### config.mk
export PLATFORM = sky130hd
export DESIGN_NAME = instr_fetch_unit
export DESIGN_NICKNAME = d
export VERILOG_FILES = /design/src/rtl/instr_fetch_unit.sv
export SDC_FILE = /design/constraint.sdc
export NUM_CORES = 1
export LEC_CHECK = 0
export ABC_CLOCK_PERIOD_IN_PS = 2900
export BUFFER_PORTS_ARGS = -buffer_cell sky130_fd_sc_hd__buf_2
export CELL_PAD_IN_SITES_DETAIL_PLACEMENT = 0
export CELL_PAD_IN_SITES_GLOBAL_PLACEMENT = 2
export CORE_MARGIN = 5
export CORE_UTILIZATION = 36
export DETAILED_ROUTE_END_ITERATION = 10
export PLACE_DENSITY_LB_ADDON = 0.1
export SLEW_MARGIN = 20
export SYNTH_ARGS = -nofsm -noshare
export SYNTH_HDL_FRONTEND = slang
export SYNTH_SLANG_ARGS = --single-unit
### constraint.sdc
create_clock -name clk -period 2.9 [get_ports clk]
set_clock_uncertainty 0.1 [all_clocks]
set_input_delay 0 -clock clk [delete_from_list [all_inputs] [get_ports clk]]
set_output_delay 0 -clock clk [all_outputs]
set_load 0.01 [all_outputs]
### src/rtl/instr_fetch_unit.sv
// Fetches the two-byte instruction at pc_addr from a byte-wide ROM and holds it for the core.
// Latency: zero-wait ROM gives instr_valid 3 cycles after the IDLE sample cycle (+1 per ROM wait state).
// Backpressure: opcode pair held with instr_valid until instr_taken; ROM stalls via rom_rd_ack.
// Optional: define IFU_ALIGN_CHECK_EN to trap odd PCs as fetch errors instead of fetching them.
module instr_fetch_unit #(
  parameter int ACK_TIMEOUT = 15
) (
  input  logic       clk,
  input  logic       reset,
  input  logic [7:0] pc_addr,
  output logic [7:0] rom_rd_addr,
  output logic       rom_rd_req,
  input  logic       rom_rd_ack,
  input  logic [7:0] rom_rd_data,
  output logic [7:0] opcode1,
  output logic [7:0] opcode2,
  output logic       instr_valid,
  input  logic       instr_taken,
  output logic       fetch_busy,
  output logic       fetch_err
);

  localparam logic [2:0] IDLE   = 3'd0;
  localparam logic [2:0] REQ_B0 = 3'd1;
  localparam logic [2:0] REQ_B1 = 3'd2;
  localparam logic [2:0] HOLD   = 3'd3;
  localparam logic [2:0] ERR    = 3'd4;

  // Last counter value before the timeout fires; the counter tracks stalled cycles already seen.
  localparam logic [7:0] TIMEOUT_LAST = 8'(ACK_TIMEOUT - 1);

  logic [2:0] state;
  logic [2:0] state_nxt;
  logic [7:0] addr_a;
  logic [7:0] to_cnt;
  logic       pc_moved;
  logic       pc_diff;
  logic       ack_seen;
  logic       discard;
  logic       in_req;
  logic       entering_req;

  assign pc_diff      = (pc_addr != addr_a);
  // An ack only counts while our own request is on the bus.
  assign ack_seen     = rom_rd_ack & rom_rd_req;
  // A PC change at any point of the handshake (including the ack cycle) makes this byte stale.
  assign discard      = pc_moved | pc_diff;
  assign in_req       = (state == REQ_B0) || (state == REQ_B1);
  assign entering_req = (state_nxt != state) && ((state_nxt == REQ_B0) || (state_nxt == REQ_B1));
  assign fetch_busy   = in_req;

  // Next-state decision for the fetch sequencer.
  always_comb begin
    state_nxt = state;
    case (state)
      IDLE: begin
`ifdef IFU_ALIGN_CHECK_EN
        if (pc_addr[0]) begin
          state_nxt = ERR;
        end else begin
          state_nxt = REQ_B0;
        end
`else
        state_nxt = REQ_B0;
`endif
      end
      REQ_B0: begin
        if (ack_seen) begin
          state_nxt = discard ? IDLE : REQ_B1;
        end else if (to_cnt == TIMEOUT_LAST) begin
          state_nxt = ERR;
        end
      end
      REQ_B1: begin
        if (ack_seen) begin
          state_nxt = discard ? IDLE : HOLD;
        end else if (to_cnt == TIMEOUT_LAST) begin
          state_nxt = ERR;
        end
      end
      HOLD: begin
        // instr_taken and a PC change both lead back to IDLE, so taken needs no priority logic.
        if ((instr_valid && instr_taken) || pc_diff) begin
          state_nxt = IDLE;
        end
      end
      ERR: begin
        state_nxt = ERR;
      end
      default: begin
        state_nxt = IDLE;
      end
    endcase
  end

  // State register; ERR is absorbing and only reset leaves it.
  always_ff @(posedge clk or posedge reset) begin
    if (reset) begin
      state <= IDLE;
    end else begin
      state <= state_nxt;
    end
  end

  // Latch the PC of the instruction being fetched while idle.
  always_ff @(posedge clk or posedge reset) begin
    if (reset) begin
      addr_a <= 8'h00;
    end else if (state == IDLE) begin
      addr_a <= pc_addr;
    end
  end

  // Registered ROM request; address only moves when a new byte handshake starts.
  always_ff @(posedge clk or posedge reset) begin
    if (reset) begin
      rom_rd_req  <= 1'b0;
      rom_rd_addr <= 8'h00;
    end else begin
      rom_rd_req <= (state_nxt == REQ_B0) || (state_nxt == REQ_B1);
      if ((state == IDLE) && (state_nxt == REQ_B0)) begin
        rom_rd_addr <= pc_addr;
      end else if ((state == REQ_B0) && (state_nxt == REQ_B1)) begin
        rom_rd_addr <= addr_a + 8'd1;
      end
    end
  end

  // Count stalled request cycles, restarting for every byte handshake.
  always_ff @(posedge clk or posedge reset) begin
    if (reset) begin
      to_cnt <= 8'h00;
    end else if (entering_req) begin
      to_cnt <= 8'h00;
    end else if (in_req && rom_rd_req && !rom_rd_ack) begin
      to_cnt <= to_cnt + 8'd1;
    end
  end

  // Remember a PC change seen while a handshake is in flight; that fetch is abandoned after its ack.
  always_ff @(posedge clk or posedge reset) begin
    if (reset) begin
      pc_moved <= 1'b0;
    end else if (state == IDLE) begin
      pc_moved <= 1'b0;
    end else if (in_req && pc_diff) begin
      pc_moved <= 1'b1;
    end
  end

  // Capture instruction bytes on ack unless the fetch has gone stale.
  always_ff @(posedge clk or posedge reset) begin
    if (reset) begin
      opcode1 <= 8'h00;
      opcode2 <= 8'h00;
    end else begin
      if ((state == REQ_B0) && ack_seen && !discard) begin
        opcode1 <= rom_rd_data;
      end
      if ((state == REQ_B1) && ack_seen && !discard) begin
        opcode2 <= rom_rd_data;
      end
    end
  end

  // Valid and error flags are registered decodes of the state being entered.
  always_ff @(posedge clk or posedge reset) begin
    if (reset) begin
      instr_valid <= 1'b0;
      fetch_err   <= 1'b0;
    end else begin
      instr_valid <= (state_nxt == HOLD);
      fetch_err   <= (state_nxt == ERR);
    end
  end

  a_busy_has_req: assert property (@(posedge clk) disable iff (reset) fetch_busy |-> rom_rd_req);
  a_valid_no_req: assert property (@(posedge clk) disable iff (reset) instr_valid |-> !rom_rd_req);
  a_err_sticky:   assert property (@(posedge clk) disable iff (reset) fetch_err |=> fetch_err);

endmodule

==> out/summary.md <==
0 antenna diodes ended up in the layout. After synthesis, the cell types taking the most area are dfrtp_1 (48%), mux2_4 (9.9%), xor2_1 (5.8%). The number of synthesized register bits was 47. The tree is rooted in a clkbuf_8.

The tools report the net count of the mapped netlist as 230. The run gives 36.4% as the initial standard-cell utilization of the core. The number of nets in the layout came out at 297. The run gives 330 as the cell count after placement. Per report_power, the combinational group accounts for 24.8% of the total.

For this design the total switching power over the nets is 0.540 mW. The unique cell type count in the Yosys netlist was 41; the via count normalized by instance count was 5.05. The synthesized area per cell was 11.8 sq um. Net switching is 32.8% of the power. After global routing the overflow that remains totals 0. Hold repair after CTS inserted 17 buffers.

The floorplan has 30 rows. Global routing consumed, over all layers together, 13.9% of the routing resources. The tools report the number of global-route vias before repair as 1833. Counting along the longest clock path gives a buffer depth of 2. The final setup TNS came out at 0 ps. The worst pin sits at a relative slew slack of 43.9%. The largest total area in the synthesized netlist belongs to dfrtp_1. The tools report the number of gates resized after CTS as 0.

The worst path meets setup with 513 ps of slack. The clock net sink count is 47, and the count of max-cap constraint violations is 0. The share of final-layout standard cells stronger than drive strength 1 works out to 34.2%. After synthesis, the most frequently instantiated cells are dfrtp_1 (47), mux2_4 (16), xor2_1 (16).

In this run the static leakage power is 1.47 nW. The logs give 9.36 mm for the first-pass GRT wire length and 1.65 mW for the power consumption. The portion of synthesized cell area occupied by the leading cell type came out at 48.3%. The number of pins with negative max-slew slack in the final report came out at 0.

Setup repair after global routing left no endpoint under its margin. The tools report the source of the worst register-to-register timing path as addr_a[2]. The most used flip-flop cell after synthesis is dfrtp_1. At the pin with the least slew margin, the transition time is 841 ps.

The worst register-to-register path ends at opcode2[4]. The clock period could shrink to 2390 ps. Area growth from synthesis to final layout: 23.8%.

The initial antenna violation count is 0, and the number of setup buffers added after CTS is 0. The share of power burned in the clock network was 24.7%. The gate count of the mapped netlist is 207.

The tools report the worst endpoint required time as 2990 ps. The run finished with clean final reports. The number of flops mapped to enable cells by yosys was 0; the number of DRC violations after detailed-routing iteration 0 was 57. Area of the core region: 6680 sq um. The post-route fraction of the period consumed by the critical path works out to 82.3%. The final estimated routing congestion in global placement is 0.684, and the depth of the most critical reg-to-reg path is 5. After clock tree synthesis, the clock-pin slew on the worst setup and hold paths is 90 ps. Across the VDD grid, the largest voltage drop is 241 uV.

The layout has 652 filler cells. For this run, the detailed router's first-pass iteration total came to 4. For this design the ratio of total power to cell area is 546 nW/um^2. The die extent in y is 92.2 um.

TritonCTS built the clock tree. The number of vias in the routed layout was 1793; the latest clock arrival within the worst-skew pair was 300 ps. For this run, asynchronously set or reset flops after synthesis account for 100%. The number of setup violations in the final report is 0, and the number of top-level design ports is 48.

The overall die area is 8510 sq um, and the internal reg-to-reg setup slack is 510 ps. The logs give 3.83 mm for the HPWL reported at the end of detailed placement and 0 for the count of nets left with antenna violations after detail routing. Among all cell types in the netlist, the one instantiated most often is dfrtp_1.

For this block, the routed nets add up to 5.53 mm of wire. The wire length per cell is 15.6 um, and the number of hold violations in the final report is 0. The tools report the area of the mapped netlist as 2430 sq um. The setup path with the least slack is of type flip-flop to flip-flop. The worst setup path is captured at a flip-flop. The tools report the pre-CTS setup slack as 504 ps. Entering global routing, the biggest net connects 48 pins. For the worst setup path, the data arrival time is 2480 ps. Sequential elements use 48.3% of the synthesized area. Sequential cells burn 50.5% of the power. Number of standard cells in the final layout excluding fillers: 355. Static timing analysis puts the maximum clock frequency at 419 MHz. The type of element launching the critical path is a flip-flop. The internal power of the cells is 1.11 mW. The worst-path maximum fanout was 8; the number of remaining DRC errors was 0. In this run the worst hold path is classified as primary input to flip-flop.

End of the critical path: opcode2[4]. Tracing the worst setup path back leads to its startpoint at addr_a[2]. The port buffer count is 47, and the total CTS buffers is 5.

The total number of H-tree levels came out at 2. The die boundary width is 92.2 um, and the number of warnings printed during yosys synthesis is 0.
cell families after synthesis:
family          after synthesis  synth area share (%)
fa+ha+maj                     3                  1.54
mux                          30                  16.0
xor+xnor                     22                  7.91
simple gates                 61                  15.2
buf+inv                      13                  2.77
compound gates               31                  8.22
flops                        47                  48.3
metal layers:
layer | global-route usage, % | share of wire (%) | wire length (um)
met4 | 3.34 | 0.90 | 50
met3 | 3.04 | 3.2 | 179
met5 | 0 | 0 | 0
met1 | 17.8 | 47 | 2600
met2 | 23.7 | 49 | 2710
layout by cell type (no fill, tap or decap), types with 3 or more instances in the layout:
cell type	n
or3_1	3
nand3_1	8
mux2_2	8
nand4_1	7
nand2_1	10
buf_2	47
clkinv_2	3
dfrtp_1	47
mux2i_1	6
a211oi_1	4
buf_4	5
a21oi_1	8
nor3b_1	3
clkbuf_8	5
mux2_4	16
xnor2_1	6
o22ai_1	7
o21ai_0	3
xor2_1	16
nor2_1	15
ha_1	3
dlygate4sd3_1	17
layout make-up:
cell class | count | area, sq um | share of cell area, %
Tap cell | 80 | 100 | 3.32
Clock buffer | 5 | 68.8 | 2.28
Inverter | 4 | 16.3 | 0.540
Sequential cell | 47 | 1180 | 39.0
Multi-Input combinational cell | 147 | 1190 | 39.5
Clock inverter | 3 | 18.8 | 0.623
Timing Repair Buffer | 69 | 443 | 14.7
critical path, stage by stage (launching register included):
cell and delay (ps):
dfrtp_1 450, xor2_1 190, nor4_4 450, nand4_1 130
or3_1 590, mux2_4 380
sequential cells by signal, indices dropped and copies added (netlist names):
signal	cells
opcode2	8
rom_rd_addr	8
addr_a	8
opcode1	8
instr_valid	1
rom_rd_req	1
state	3
fetch_err	1
pc_moved	1
to_cnt	8
power by group through the flow:
stage / combinational (mW) / sequential [mW] / clock (mW)
3_5_place_dp: 0.399 / 0.845 / 0
2_1_floorplan: 0.267 / 0.841 / 0
4_1_cts: 0.418 / 0.833 / 0.433
6_report: 0.408 / 0.831 / 0.406
5_1_grt: 0.463 / 0.851 / 0.453
3_3_place_gp: 0.400 / 0.846 / 0
through the flow:
stage	instance area [sq um]	util, %	hold WS [ps]
after floorplan	2430	-	48.5
after global placement	2760	41.2	150
after detailed placement	2760	41.2	151
after CTS	3010	45.1	24.5
after global routing	3010	45.1	51.4
final	3010	45.1	32.9
worst min-delay path by stage:
stage / startpoint / end / cells after the start
floorplan: rom_rd_data[0] / opcode1[0] / 1
global placement: rom_rd_data[1] / opcode2[1] / 2
detailed placement: rom_rd_data[2] / opcode1[2] / 2
CTS: instr_taken / instr_valid / 4
global route: instr_taken / state[1] / 4
finish: instr_taken / instr_valid / 4
(Power assumes the default switching activity.)
